===== config.mk =====
export PLATFORM = sky130hd
export DESIGN_NAME = dmrs_port_rotator
export DESIGN_NICKNAME = d
export VERILOG_FILES = /design/src/rtl/dmrs_port_rotator.sv
export SDC_FILE = /design/constraint.sdc
export NUM_CORES = 2
export LEC_CHECK = 0
export BUFFER_PORTS_ARGS = -buffer_cell sky130_fd_sc_hd__buf_4
export CAP_MARGIN = 20
export CORE_UTILIZATION = 62
export DETAILED_ROUTE_END_ITERATION = 8
export PLACE_DENSITY_LB_ADDON = 0.25
export SYNTH_ARGS = -nofsm -noshare
export SYNTH_HDL_FRONTEND = slang
export SYNTH_SLANG_ARGS = --single-unit

===== constraint.sdc =====
create_clock -name clk -period 10.9 [get_ports clk]
set_input_delay 2.18 -clock clk [delete_from_list [all_inputs] [get_ports clk]]
set_output_delay 2.18 -clock clk [all_outputs]
set_load 0.01 [all_outputs]

===== src/rtl/dmrs_port_rotator.sv =====
// rtl/dmrs_port_rotator.sv - multi-port DMRS cyclic-shift / OCC rotator with backpressure
//
// Takes one base low-PAPR sample per handshake and emits NUM_PORTS rotated
// copies in parallel. Port p multiplies by e^{j*2*pi*cs_p*n/12} and, when its
// OCC bit is set, by (-1)^n. Three-stage pipeline, 1 sample/cycle, global stall.
//
// Ports:
//   clk, reset            clock, synchronous active-high reset
//   cfg_cs, cfg_occ       per-port cyclic shift (4 bits each) and OCC enable,
//                         latched on an accepted sof sample
//   in_valid/in_ready     input handshake; in_sof/in_last framing; in_re/in_im
//   out_valid/out_ready   output handshake; out_re/out_im lanes (port p at
//                         [DW*(p+1)-1:DW*p]); out_sof/out_last/out_idx framing
//   cfg_err               sticky flag: a cs value of 12..15 was latched
module dmrs_port_rotator #(
    parameter int DW        = 9,
    parameter int NUM_PORTS = 4,
    parameter int IDX_W     = 10
) (
    input  logic                     clk,
    input  logic                     reset,
    input  logic [4*NUM_PORTS-1:0]   cfg_cs,
    input  logic [NUM_PORTS-1:0]     cfg_occ,
    input  logic                     in_valid,
    output logic                     in_ready,
    input  logic                     in_sof,
    input  logic                     in_last,
    input  logic [DW-1:0]            in_re,
    input  logic [DW-1:0]            in_im,
    output logic                     out_valid,
    input  logic                     out_ready,
    output logic [DW*NUM_PORTS-1:0]  out_re,
    output logic [DW*NUM_PORTS-1:0]  out_im,
    output logic                     out_sof,
    output logic                     out_last,
    output logic [IDX_W-1:0]         out_idx,
    output logic                     cfg_err
);
    localparam int PW = DW + 11;
    localparam int SW = DW + 12;
    localparam logic signed [SW-1:0] SAT_MAX = SW'((1 << (DW - 1)) - 1);
    localparam logic signed [SW-1:0] SAT_MIN = SW'(-(1 << (DW - 1)));
    localparam logic signed [SW-1:0] HALF    = SW'(256);

    // Twiddle table, 1.0 = 512, angle = 30 degrees * k.
    function automatic logic signed [10:0] tw_cos(input logic [3:0] k);
        case (k)
            4'd0:    return 11'sd512;
            4'd1:    return 11'sd443;
            4'd2:    return 11'sd256;
            4'd3:    return 11'sd0;
            4'd4:    return -11'sd256;
            4'd5:    return -11'sd443;
            4'd6:    return -11'sd512;
            4'd7:    return -11'sd443;
            4'd8:    return -11'sd256;
            4'd9:    return 11'sd0;
            4'd10:   return 11'sd256;
            4'd11:   return 11'sd443;
            default: return 11'sd512;
        endcase
    endfunction

    function automatic logic signed [10:0] tw_sin(input logic [3:0] k);
        case (k)
            4'd0:    return 11'sd0;
            4'd1:    return 11'sd256;
            4'd2:    return 11'sd443;
            4'd3:    return 11'sd512;
            4'd4:    return 11'sd443;
            4'd5:    return 11'sd256;
            4'd6:    return 11'sd0;
            4'd7:    return -11'sd256;
            4'd8:    return -11'sd443;
            4'd9:    return -11'sd512;
            4'd10:   return -11'sd443;
            4'd11:   return -11'sd256;
            default: return 11'sd0;
        endcase
    endfunction

    // Optional OCC negation, round half up, then clamp to the lane range.
    function automatic logic [DW-1:0] round_sat(input logic signed [SW-1:0] v, input logic neg);
        logic signed [SW-1:0] x;
        x = neg ? -v : v;
        x = (x + HALF) >>> 9;
        if (x > SAT_MAX)      return SAT_MAX[DW-1:0];
        else if (x < SAT_MIN) return SAT_MIN[DW-1:0];
        else                  return x[DW-1:0];
    endfunction

    logic stall;
    logic accept;

    // Per-symbol state: index and phase of the next sample, latched config.
    logic [IDX_W-1:0]     n_cnt;
    logic [3:0]           k_cnt  [NUM_PORTS];
    logic [3:0]           cs_lat [NUM_PORTS];
    logic [NUM_PORTS-1:0] occ_lat;

    // Values that apply to the sample currently offered (sof restarts them).
    logic [IDX_W-1:0]     n_use;
    logic [NUM_PORTS-1:0] occ_use;
    logic [3:0]           cs_use [NUM_PORTS];
    logic [3:0]           k_use  [NUM_PORTS];
    logic [4:0]           k_sum  [NUM_PORTS];
    logic [3:0]           k_next [NUM_PORTS];
    logic                 cs_bad;

    logic                    s1_valid, s1_sof, s1_last;
    logic signed [DW-1:0]    s1_re, s1_im;
    logic [3:0]              s1_k [NUM_PORTS];
    logic [NUM_PORTS-1:0]    s1_neg;
    logic [IDX_W-1:0]        s1_idx;

    logic                    s2_valid, s2_sof, s2_last;
    logic signed [PW-1:0]    s2_rc [NUM_PORTS];
    logic signed [PW-1:0]    s2_is [NUM_PORTS];
    logic signed [PW-1:0]    s2_rs [NUM_PORTS];
    logic signed [PW-1:0]    s2_ic [NUM_PORTS];
    logic [NUM_PORTS-1:0]    s2_neg;
    logic [IDX_W-1:0]        s2_idx;

    logic [DW-1:0]           res_re [NUM_PORTS];
    logic [DW-1:0]           res_im [NUM_PORTS];

    assign stall    = out_valid & ~out_ready;
    assign in_ready = ~stall;
    assign accept   = in_valid & in_ready;

    always_comb begin
        n_use   = in_sof ? '0 : n_cnt;
        occ_use = in_sof ? cfg_occ : occ_lat;
        cs_bad  = 1'b0;
        for (int p = 0; p < NUM_PORTS; p++) begin
            cs_use[p] = cs_lat[p];
            k_use[p]  = k_cnt[p];
            if (in_sof) begin
                k_use[p] = 4'd0;
                if (cfg_cs[4*p +: 4] >= 4'd12) begin
                    cs_use[p] = 4'd0;
                    cs_bad    = 1'b1;
                end else begin
                    cs_use[p] = cfg_cs[4*p +: 4];
                end
            end
            // Both terms are below 12, so one conditional subtract is a full mod 12.
            k_sum[p]  = 5'(k_use[p]) + 5'(cs_use[p]);
            k_next[p] = (k_sum[p] >= 5'd12) ? 4'(k_sum[p] - 5'd12) : k_sum[p][3:0];
        end
    end

    always_comb begin
        for (int p = 0; p < NUM_PORTS; p++) begin
            res_re[p] = round_sat(SW'(s2_rc[p]) - SW'(s2_is[p]), s2_neg[p]);
            res_im[p] = round_sat(SW'(s2_rs[p]) + SW'(s2_ic[p]), s2_neg[p]);
        end
    end

    always_ff @(posedge clk) begin
        if (reset) begin
            n_cnt     <= '0;
            occ_lat   <= '0;
            cfg_err   <= 1'b0;
            s1_valid  <= 1'b0;
            s1_sof    <= 1'b0;
            s1_last   <= 1'b0;
            s1_re     <= '0;
            s1_im     <= '0;
            s1_neg    <= '0;
            s1_idx    <= '0;
            s2_valid  <= 1'b0;
            s2_sof    <= 1'b0;
            s2_last   <= 1'b0;
            s2_neg    <= '0;
            s2_idx    <= '0;
            out_valid <= 1'b0;
            out_sof   <= 1'b0;
            out_last  <= 1'b0;
            out_idx   <= '0;
            out_re    <= '0;
            out_im    <= '0;
            for (int p = 0; p < NUM_PORTS; p++) begin
                k_cnt[p]  <= 4'd0;
                cs_lat[p] <= 4'd0;
                s1_k[p]   <= 4'd0;
                s2_rc[p]  <= '0;
                s2_is[p]  <= '0;
                s2_rs[p]  <= '0;
                s2_ic[p]  <= '0;
            end
        end else begin
            if (accept) begin
                n_cnt   <= n_use + IDX_W'(1);
                occ_lat <= occ_use;
                for (int p = 0; p < NUM_PORTS; p++) begin
                    cs_lat[p] <= cs_use[p];
                    k_cnt[p]  <= k_next[p];
                end
                if (in_sof && cs_bad) cfg_err <= 1'b1;
            end

            // Whole pipeline advances together; empty slots travel as bubbles.
            if (!stall) begin
                s1_valid <= accept;
                if (accept) begin
                    s1_re   <= in_re;
                    s1_im   <= in_im;
                    s1_neg  <= occ_use & {NUM_PORTS{n_use[0]}};
                    s1_idx  <= n_use;
                    s1_sof  <= in_sof;
                    s1_last <= in_last;
                    for (int p = 0; p < NUM_PORTS; p++) s1_k[p] <= k_use[p];
                end

                s2_valid <= s1_valid;
                s2_neg   <= s1_neg;
                s2_idx   <= s1_idx;
                s2_sof   <= s1_sof;
                s2_last  <= s1_last;
                for (int p = 0; p < NUM_PORTS; p++) begin
                    s2_rc[p] <= PW'(s1_re) * PW'(tw_cos(s1_k[p]));
                    s2_is[p] <= PW'(s1_im) * PW'(tw_sin(s1_k[p]));
                    s2_rs[p] <= PW'(s1_re) * PW'(tw_sin(s1_k[p]));
                    s2_ic[p] <= PW'(s1_im) * PW'(tw_cos(s1_k[p]));
                end

                out_valid <= s2_valid;
                out_sof   <= s2_sof;
                out_last  <= s2_last;
                out_idx   <= s2_idx;
                for (int p = 0; p < NUM_PORTS; p++) begin
                    out_re[DW*p +: DW] <= res_re[p];
                    out_im[DW*p +: DW] <= res_im[p];
                end
            end
        end
    end
endmodule

==> Word level (Yosys, flattened, before mapping) <==
Memory sizes are Yosys's and may differ from the RTL's.
Cells that the tools add are included.
{ "word_totals": {"register_bits": 152, "ramBits": 368, "mem_bits_ro": 2816, "in_bits": 44, "elab_cells": 274, "mem_count": 23} }
{ "classes": {"addsub": 33, "n_mul": 16, "order_cmp": 24, "n_mux": 121, "bitwise_logic": 33, "reduce_logical": 3} }
{ "memory_table": {"columns": ["name", "depth", "width", "rd", "rd_clocked_by_memory_dff", "wr", "line_no", "rtl"], "rows": [
  ["(name not given)", 16, 11, 1, 0, 0, "47", "case (k)"],
  ["(name not given)", 16, 11, 1, 0, 0, "65", "case (k)"],
  ["(name not given)", 16, 11, 1, 0, 0, "65", null],
  ["(name not given)", 16, 11, 1, 0, 0, "47", null],
  ["(name not given)", 16, 11, 1, 0, 0, "47", null],
  ["(name not given)", 16, 11, 1, 0, 0, "65", null],
  ["+17 memories", null, null, null, null, null, null, null]
]} }
{ "ops": {"columns": ["cell", "count"], "rows": [
  ["$mux 11", 32],
  ["$mul 9x11->20", 16],
  ["$mux 20", 16],
  ["$add 21x10->21 const B", 8],
  ["$mux 21", 8],
  ["$neg 21->21", 8],
  ["$mux 9", 16],
  ["$mux 4", 29],
  ["$gt 12x9->1 const B", 8],
  ["$lt 12x9->1 const B", 8],
  ["$add 20x20->21", 4],
  ["$sub 20x20->21", 4],
  ["$or 1x1->1", 28],
  ["$add 4x4->5", 4],
  ["$ge 5x4->1 const B", 4],
  ["$mux 1", 19],
  ["$ge 4x4->1 const B", 4],
  ["$sub 4x4->4 const B", 4],
  ["$add 10x1->10 const B", 1],
  ["$mux 10", 1],
  ["$and 4x4->4", 1],
  ["$reduce_and 2->1", 2],
  ["$and 1x1->1", 2],
  ["$not 1->1", 2],
  ["$logic_and 1x1->1", 1]
]} }

==> Depth between registers and ports, before layout <==
{ "logic_depth": {"word_depth": 11, "ltp_mapped": 34} }

==> Worst setup path before layout <==
OpenSTA, ideal clock, no wires.
{ "synth_timing": {"kind": "in2reg", "from": "input reset", "to": "memory s2_ic[0][0] (netlist bit) (enable)", "arrival_ns": 8.949, "required_ns": 10.232, "setup_slack_ns": 1.283, "cell_stages": 4, "n_path_buf": 2, "cell_sequence": "clkbuf_1 nor2_1 clkbuf_1 inv_1"} }
{ "synth_lines": {"columns": ["item", "line_no", "rtl"], "rows": [
  ["from (decl)", "21", "input logic reset,"],
  ["to (decl)", "120", "logic signed [PW-1:0] s2_ic [NUM_PORTS];"]
]} }

==> results.json <==
{
  "hpwl_mm": 157.9,
  "clock_latency_ns": 0.69,
  "report.final.slew_viol_count": 0,
  "htree_levels": 3,
  "synthTopCellsByArea": "fa_1 (30%), ha_1 (13%), edfxtp_1 (13%), inv_1 (8.2%), xnor2_1 (4.5%)",
  "routed_wl_mm": 198.5,
  "status": "finished, final reports clean",
  "slew_headroom_pct": 21.27,
  "crit_top_cell": "fa_1",
  "grt_pass1_wl_mm": 329.5,
  "grt_overflow_total": 0,
  "end_kind": "flip-flop",
  "syn_nets": 11400,
  "rsz0062_at_grt": "false",
  "antenna_found_initial": 4,
  "final_cell_mix": "inv_1 (1869), fa_1 (1276), ha_1 (917), nand2_1 (626), nor2_1 (548)",
  "place_worst_setup_slack_ns": 2.931,
  "grt_max_degree": 183,
  "netlist_area_sq_um": 85520,
  "syn_avg_cell_area_sq_um": 9.338,
  "postRouteAntennaNets": 0,
  "core_sq_um": 136100,
  "hold_path_class": "flip-flop to flip-flop",
  "total_leakage_power_nw": 44.86,
  "clockBufferDepth": 3,
  "required_ns": 11.31,
  "critPathLaunchType": "flip-flop",
  "setup_viol": 0,
  "ys_seq_elements": 520,
  "layout_commonest_cell": "inv_1",
  "timing.fmax_mhz": 130.6,
  "cts.sinks": 520,
  "io_buffers": 130,
  "first_global_vias": 64970,
  "start_util_pct": 62.82,
  "cts_tree": "built",
  "placementRows": 135,
  "max-vdd-ir-drop_uv": 121.5,
  "first_iter_violations": 3980,
  "routed-via-count": 62440,
  "area_growth_pct": 5.960,
  "first_pass_iters": 6,
  "yosysTopAreaCell": "fa_1",
  "synth_ff_type": "edfxtp_1",
  "crit_type": "flip-flop to flip-flop",
  "crit_path_max_fanout": 20,
  "fp.dieH_microns": 373.4,
  "period_minus_slack_ns": 7.655,
  "yosysUniqueCellTypes": 124,
  "cts.repair.resized": 0,
  "final_layout_size_suffix_gt1_share_pct": 5.398,
  "fin_tns_setup_ns": 0,
  "path_clk_slew_ns": 0.06,
  "postCtsSetupBuffers": 0,
  "fin_nets": 11370,
  "viasPerCell": 5.690,
  "synth-async-reset-ratio_pct": 0,
  "skew_ns": 0.03400,
  "grt_usage_pct": 29.41,
  "fin_ws_ns": 3.245,
  "cp.arrival_ns": 8.07,
  "synth_edf_count": 368,
  "hold_buffers": 0,
  "hold_viol": 0,
  "ys.warnings.count": 0,
  "tightest_slew_ns": 1.175,
  "die_width_microns": 373.4,
  "route.detailed.drc": 0,
  "io_pins": 131,
  "netlist_instances": 9158,
  "cts-root-buf": "clkbuf_16",
  "cpPeakStageDelay_ns": 0.73,
  "fin_crit_sh_pct": 70.23,
  "detail_route.wl_per_cell_microns": 18.09,
  "gp_congestion": 0.9222,
  "synth_top_area_share_pct": 29.87,
  "power_density_nw_per_um2": 134.4,
  "die-area_sq_um": 139400,
  "slowest_stage": "edfxtp_1",
  "drv_cap": 0,
  "numCtsBuffers": 68,
  "yosysSeqAreaShare_pct": 16.48
}
==> power by group <==
group	internal (mW)	switching (mW)
registers	2.53	0.204
logic	2.86	4.17
clock network	1.44	0.979
==> cell type report <==
class,count,area [sq um]
antenna,3,7.507
clock inverter,42,498.0
tap,1781,2228
timing repair buffer,197,1511
multi-input combinational,6472,63300
fill,10820,45530
inverter,1873,7038
sequential,520,14120
clock buffer,84,1918
==> cell usage after synthesis, types with 26 or more instances <==
master,count
inv_1,1873
fa_1,1276
ha_1,917
nand2_1,626
nor2_1,551
xnor2_1,440
and2_1,422
a21oi_1,404
edfxtp_1,368
clkbuf_1,275
o21ai_0,205
dfxtp_1,152
o21bai_1,151
and3_1,146
xor2_1,140
nor2b_1,90
nor3_1,87
or2_2,86
nand2b_1,78
a21o_1,66
nand3_1,64
a221o_1,48
a31oi_1,44
o21a_1,39
a211oi_1,35
a22o_1,31
o211ai_1,30
nand4_1,29
o31ai_1,29
or3_1,26
==> metal layers <==
metal  up-vias  track usage (%)  wire [microns]
li1      29410                -               -
met4         0            12.87            9169
met1     31050            37.84           82040
met3       350            3.986           11770
met2      1625            49.66           95490
met5         -                0               0
==> cell families (layout without fill, tap and decap cells) <==
group / after synthesis / in the layout / synth area share, %
buf+inv: 2166 / 2196 / 9.549
simple gates: 2321 / 2321 / 13.61
xor+xnor: 585 / 585 / 6.048
flops: 520 / 520 / 16.48
other cells: 0 / 3 / 0
mux: 22 / 22 / 0.2648
compound gates: 1350 / 1350 / 10.75
fa+ha+maj: 2194 / 2194 / 43.30
==> registers in the layout, summed over array words and instances (netlist names), 16 cells and up <==
register	flops
s2_is	80
s2_rs	80
out_re	36
s2_ic	80
out_im	36
s1_k	16
s2_rc	80
k_cnt	16
cs_lat	16
==> metrics by stage <==
stage | power (mW) | cells | utilization [%] | instance area [sq um] | hold WS [ns]
after detailed placement | 9.734 | 10840 | 64.77 | 88180 | 0.4333
after global routing | 13.21 | 10970 | 66.55 | 90610 | 0.4705
after floorplan | 8.046 | 9158 | - | 85520 | 0.4227
after CTS | 12.24 | 10970 | 66.55 | 90600 | 0.4411
after global placement | 9.537 | 10840 | 64.75 | 88160 | 0.4285
final | 12.18 | 10970 | 66.56 | 90620 | 0.4408
==> worst paths after layout <==
check / cells past startpoint / end / startpoint / slack (ns)
setup / recovery: 28 / s2_is[2][19] / s1_k[2][0] / 3.25
hold / removal: 2 / out_im[9] / out_im[9] / 0.44
setup reg to reg: 28 / s2_is[2][19] / s1_k[2][0] / 3.25
hold reg to reg: 2 / out_im[9] / out_im[9] / 0.44
==> critical path: cells and delay by family (launching register included) <==
kind	cells	cell delay, ns
AND/OR/NAND/NOR	5	1.04
adder cells (fa/ha/maj)	7	3.04
flip-flops	1	0.73
buffers and inverters	5	0.88
XOR/XNOR	1	0.18
multiplexers	1	0.12
AO/OA/AOI/OAI	9	1.38
No activity file was read; power rests on OpenSTA's default activity.
